[config.mk]
export PLATFORM = sky130hd
export DESIGN_NAME = fetch_queue_flat
export DESIGN_NICKNAME = d
export VERILOG_FILES = /design/src/rtl/fetch_queue_if.sv /design/src/rtl/fetch_queue.sv /design/src/flat_wrapper.sv
export SDC_FILE = /design/constraint.sdc
export NUM_CORES = 1
export LEC_CHECK = 0
export CAP_MARGIN = 5
export CORE_ASPECT_RATIO = 1.1
export CORE_UTILIZATION = 35
export CTS_CLUSTER_DIAMETER = 30
export DETAILED_ROUTE_END_ITERATION = 8
export RECOVER_POWER = 25
export SLEW_MARGIN = 10
export SYNTH_ARGS = -nofsm -noshare
export SYNTH_HDL_FRONTEND = slang
export SYNTH_SLANG_ARGS = --single-unit
[constraint.sdc]
create_clock -name clk -period 3.3 [get_ports clk]
set_input_delay 0.66 -clock clk [delete_from_list [all_inputs] [get_ports clk]]
set_output_delay 0.66 -clock clk [all_outputs]
set_load 0.02 [all_outputs]
[src/rtl/fetch_queue_if.sv]
`default_nettype none
// +----------------------------------------------------------------------+
// | fetch_queue_if                                                        |
// | Decode-side and instruction-memory-side signals of the fetch queue.   |
// | Rev 1.0                                                               |
// +----------------------------------------------------------------------+
interface fetch_queue_if;
   logic        redirect;
   logic [31:0] redirect_pc;
   logic        stall;
   logic        imem_req;
   logic [31:0] imem_addr;
   logic        imem_ack;
   logic [31:0] imem_rdata;
   logic        instr_valid;
   logic [31:0] instr;
   logic [31:0] pcplus4;

   // master is the fetch queue itself; slave is its surroundings.
   modport master (
      input  redirect, redirect_pc, stall, imem_ack, imem_rdata,
      output imem_req, imem_addr, instr_valid, instr, pcplus4
   );

   modport slave (
      output redirect, redirect_pc, stall, imem_ack, imem_rdata,
      input  imem_req, imem_addr, instr_valid, instr, pcplus4
   );
endinterface
`default_nettype wire

[src/rtl/fetch_queue.sv]
`default_nettype none
// +----------------------------------------------------------------------+
// | fetch_queue                                                           |
// | Instruction fetch front end: req/ack memory fetch into a small FIFO.  |
// | Rev 1.0                                                               |
// +----------------------------------------------------------------------+
module fetch_queue #(
   parameter int          DEPTH    = 4,
   parameter logic [31:0] RESET_PC = 32'h0
) (
   input  wire logic       clk,
   input  wire logic       reset,
   fetch_queue_if.master   bus
);
   localparam int PW = $clog2(DEPTH);
   localparam int CW = PW + 1;

   typedef enum logic [1:0] {
      IDLE = 2'd0,
      REQ  = 2'd1,
      DROP = 2'd2
   } state_t;

   state_t          state_q,    state_d;
   logic [31:0]     fetch_pc_q, fetch_pc_d;
   logic [CW-1:0]   count_q,    count_d;
   logic [PW-1:0]   head_q,     head_d;
   logic [PW-1:0]   tail_q,     tail_d;
   logic            imem_req_q, imem_req_d;
   logic [31:0]     instr_mem_q [DEPTH];
   logic [31:0]     instr_mem_d [DEPTH];
   logic [31:0]     pc4_mem_q   [DEPTH];
   logic [31:0]     pc4_mem_d   [DEPTH];

   logic            pop;
   logic            push;
   logic            space;
   logic [31:0]     redirect_target;
   logic            unused_redirect_lsbs;

   assign unused_redirect_lsbs = ^bus.redirect_pc[1:0];
   assign redirect_target      = {bus.redirect_pc[31:2], 2'b00};

   assign pop  = (count_q != '0) && !bus.stall && !bus.redirect;
   assign push = (state_q == REQ) && bus.imem_ack && !bus.redirect;

   always_comb begin
      count_d     = count_q;
      head_d      = head_q;
      tail_d      = tail_q;
      fetch_pc_d  = fetch_pc_q;
      instr_mem_d = instr_mem_q;
      pc4_mem_d   = pc4_mem_q;

      if (bus.redirect) begin
         count_d    = '0;
         head_d     = '0;
         tail_d     = '0;
         fetch_pc_d = redirect_target;
      end else begin
         count_d = count_q + CW'(push) - CW'(pop);
         if (pop) begin
            head_d = head_q + PW'(1);
         end
         if (push) begin
            instr_mem_d[tail_q] = bus.imem_rdata;
            pc4_mem_d[tail_q]   = fetch_pc_q + 32'd4;
            tail_d              = tail_q + PW'(1);
            fetch_pc_d          = fetch_pc_q + 32'd4;
         end
      end
   end

   // A new request is only issued when its response is guaranteed a slot.
   assign space = (count_d < CW'(DEPTH));

   always_comb begin
      state_d = state_q;
      case (state_q)
         IDLE: begin
            if (bus.redirect || space) begin
               state_d = REQ;
            end
         end
         REQ: begin
            if (bus.imem_ack) begin
               state_d = (bus.redirect || space) ? REQ : IDLE;
            end else if (bus.redirect) begin
               state_d = DROP;
            end
         end
         DROP: begin
            if (bus.redirect) begin
               state_d = DROP;
            end else if (bus.imem_ack) begin
               state_d = REQ;
            end
         end
         default: state_d = IDLE;
      endcase
      imem_req_d = (state_d != IDLE);
   end

   always_ff @(posedge clk or negedge reset) begin
      if (!reset) begin
         state_q    <= IDLE;
         fetch_pc_q <= RESET_PC;
         count_q    <= '0;
         head_q     <= '0;
         tail_q     <= '0;
         imem_req_q <= 1'b0;
         for (int i = 0; i < DEPTH; i++) begin
            instr_mem_q[i] <= '0;
            pc4_mem_q[i]   <= '0;
         end
      end else begin
         state_q     <= state_d;
         fetch_pc_q  <= fetch_pc_d;
         count_q     <= count_d;
         head_q      <= head_d;
         tail_q      <= tail_d;
         imem_req_q  <= imem_req_d;
         instr_mem_q <= instr_mem_d;
         pc4_mem_q   <= pc4_mem_d;
      end
   end

   assign bus.imem_req    = imem_req_q;
   assign bus.imem_addr   = fetch_pc_q;
   assign bus.instr_valid = (count_q != '0);
   assign bus.instr       = instr_mem_q[head_q];
   assign bus.pcplus4     = pc4_mem_q[head_q];

endmodule
`default_nettype wire

[src/flat_wrapper.sv]
// flat-port wrapper written by rule: the top's interface ports become plain ports
module fetch_queue_flat 
#(
   parameter int          DEPTH    = 4,
   parameter logic [31:0] RESET_PC = 32'h0
)
  (clk, reset, bus_redirect, bus_redirect_pc, bus_stall, bus_imem_ack, bus_imem_rdata, bus_imem_req, bus_imem_addr, bus_instr_valid, bus_instr, bus_pcplus4);
  fetch_queue_if bus_i ();
  input  wire logic clk;
  input  wire logic reset;
  input wire logic [$bits(bus_i.redirect)-1:0] bus_redirect;
  input wire logic [$bits(bus_i.redirect_pc)-1:0] bus_redirect_pc;
  input wire logic [$bits(bus_i.stall)-1:0] bus_stall;
  input wire logic [$bits(bus_i.imem_ack)-1:0] bus_imem_ack;
  input wire logic [$bits(bus_i.imem_rdata)-1:0] bus_imem_rdata;
  output wire logic [$bits(bus_i.imem_req)-1:0] bus_imem_req;
  output wire logic [$bits(bus_i.imem_addr)-1:0] bus_imem_addr;
  output wire logic [$bits(bus_i.instr_valid)-1:0] bus_instr_valid;
  output wire logic [$bits(bus_i.instr)-1:0] bus_instr;
  output wire logic [$bits(bus_i.pcplus4)-1:0] bus_pcplus4;
  assign bus_i.redirect = bus_redirect;
  assign bus_i.redirect_pc = bus_redirect_pc;
  assign bus_i.stall = bus_stall;
  assign bus_i.imem_ack = bus_imem_ack;
  assign bus_i.imem_rdata = bus_imem_rdata;
  assign bus_imem_req = bus_i.imem_req;
  assign bus_imem_addr = bus_i.imem_addr;
  assign bus_instr_valid = bus_i.instr_valid;
  assign bus_instr = bus_i.instr;
  assign bus_pcplus4 = bus_i.pcplus4;
  fetch_queue #(.DEPTH(DEPTH), .RESET_PC(RESET_PC)) u_core (.clk(clk), .reset(reset), .bus(bus_i));
endmodule
==> results_dict.tcl <==
set metrics [dict create \
    run_status "finished with violations" \
    violations "max-capacitance violations, max-slew violations" \
    mostFrequentLayoutCell "nand2_1" \
    synth_area_per_cell_um2 9.696 \
    grt.total_usage_pct 21.64 \
    tns_ns 0 \
    die_area_um2 40580 \
    num_antenna_cells 0 \
    end_kind "output pin" \
    cts_buffers 71 \
    die_h_um 211.2 \
    peakVddDrop_mv 0.6916 \
    core-area_um2 39180 \
    rsz0062_at_grt "false" \
    cts_tree "built" \
    root_buffer "clkbuf_16" \
    fp.dieW_um 192.2 \
    placed_cell_area_um2 16210 \
    clock_skew_ns 0.01760 \
    dr.pass1.iters 5 \
    drv_slew 90 \
    worstMarginPinSlew_ns 2.550 \
    leakagePower_uw 0.008277 \
    synth_warnings 0 \
    portBuffers 160 \
    synth_edf_count 0 \
    cts_max_level 3 \
    num-fill-cells 3637 \
    hpwl_mm 26.84 \
    antenna_left 0 \
    clk_latency_ns 0.57 \
    layout.nets 1680 \
    via_count 11540 \
    utilization_pct 47.63 \
    grt_max_degree 91 \
    grt_first_pass_wirelength_mm 67.30 \
    p_total_uw 17390 \
    pwr_density_cell_nw_per_um2 932.2 \
    crit_type "reg -> out" \
    layout_min_cycle_time_ns 3.218 \
    maxCapViolCount 1 \
    vias_per_cell 5.327 \
    synth_ff_type "dfrtp_1" \
    cts_hold_buf 0 \
    syn_inst 1436 \
    final_cell_mix "nand2_1 (519), dfrtp_1 (286), clkdlybuf4s50_1 (159), o21ai_0 (78), clkbuf_16 (71)" \
    clock.fmax_mhz 310.7 \
    clkTransAtPathRegs_ns 0.04 \
    start_kind "flop" \
    path_max_fanout 8 \
    grt_overflow 0 \
    period_share_pct 97.52 \
    syn-cell-area_um2 13920 \
    io_pins 167 \
    hold_depth 2 \
    final-setup-viol-count 0 \
    hold_path_class "reg -> reg" \
    totalWireLength_mm 42.21 \
    drc 0 \
    ys_ff_latch 288 \
    fin_hold_ws_ns 0.4663 \
    hold_viol 0 \
    crit_arrival_ns 2.56 \
    clock_path_buffers 3 \
    relSlewSlack_pct -69.98 \
    reg2reg_depth 5 \
    ys_types 50 \
    ys_seq_area_share_pct 51.76 \
    area_growth_syn_to_layout_pct 34.01 \
    grt_pass1_vias 11860 \
    crit_required_ns 2.64 \
    place_congestion 0.7938 \
    wl_per_cell_um 19.48 \
    cts_sinks 288 \
    async_flop_share_pct 100.0 \
    first_iter_violations 765 \
    rows 76 \
    antenna_found_initial 0 \
    initial_core_util_pct 35.54 \
    final_cell_area_um2 18660 \
    drive_above_1_share_pct 15.42 \
]
[cell type report]
| cell class | instances | area (um^2) | share of cell area, % |
|---|---|---|---|
| multi-input cells | 1022 | 6171 | 33.07 |
| well taps | 507 | 634.4 | 3.400 |
| clock buffers | 95 | 1997 | 10.70 |
| repair buffers | 212 | 2165 | 11.60 |
| clock inverters | 35 | 447.9 | 2.401 |
| flip-flops and latches | 288 | 7214 | 38.66 |
| inverters | 8 | 30.03 | 0.1609 |
[worst max-delay path, stage by stage (launching register included)]
cell	delay, ns
dfrtp_4	0.59
buf_4	0.28
mux4_2	0.52
clkdlybuf4s50_1	0.59
[cell usage after synthesis, types with 8 or more instances]
master	instances	area (um^2)
or4_1	49	367.9
nand2_1	523	1963
nor2_1	55	206.5
or3_1	9	56.30
nand3_1	42	210.2
clkbuf_1	82	307.8
buf_2	17	85.08
nand4_1	15	93.84
mux4_2	62	1396
o21ai_0	78	390.4
dfrtp_1	288	7207
o211ai_1	35	262.8
xnor2_1	17	148.9
o31ai_1	10	75.07
a31oi_1	42	262.8
buf_1	8	30.03
[layer usage]
metal	wire length (um)	track usage [%]	vias up
li1	-	-	5336
met3	2825	4.602	81
met5	0	0	-
met1	18690	30.22	5738
met2	19410	32.27	389
met4	1285	9.503	0
[per-stage QoR]
step	setup WS [ns]	cells
6_report	0.08169	2167
2_1_floorplan	0.1593	1439
3_5_place_dp	0.07969	2035
5_1_grt	0.0001854	2167
3_3_place_gp	0.1084	2035
4_1_cts	0.03365	2167
[power by group]
group	total, uW	switching, uW	internal, uW
combinational	4920	2480	2430
clock	7030	2160	4860
sequential	5450	750	4700
total	17400	5400	12000
[state kept, by name, indices dropped and copies added (netlist names)]
| name | cells |
|---|---|
| u_core.bus.imem_addr | 30 |
| u_core.bus.imem_req | 1 |
| u_core.count_q | 3 |
| u_core.head_q | 2 |
| u_core.instr_mem_q | 128 |
| u_core.pc4_mem_q | 120 |
| u_core.state_q | 2 |
| u_core.tail_q | 2 |
[kinds of logic after synthesis]
logic type / after synthesis / share of synthesized area, %
DFF: 288 / 51.76
other: 1 / 0.02693
muxes: 63 / 10.10
and+or+nand+nor: 747 / 23.86
buffers and inverters: 129 / 4.107
xor gates and xnor gates: 25 / 1.671
adders and majority gates: 8 / 0.7728
AOI/OAI and AO/OA: 175 / 7.701
[what timing repair did]
action / in CTS / in global routing
gates resized for setup: 0 / 0
setup endpoints to repair: 44 / 0
buffers inserted: 2 / 0
[final timing paths]
path                                          from                      to  slack (ns)
min reg2reg                 u_core.instr_mem_q[30]  u_core.instr_mem_q[30]        0.47
max reg2reg                u_core.bus.imem_addr[2]    u_core.pc4_mem_q[86]        0.48
max                               u_core.head_q[0]           bus_instr[20]        0.08
min                         u_core.instr_mem_q[30]  u_core.instr_mem_q[30]        0.47
max in group asynchronous                    reset    u_core.pc4_mem_q[87]        0.53
min in group asynchronous                    reset    u_core.pc4_mem_q[77]        0.86
Power figures use the tool's default switching activity.
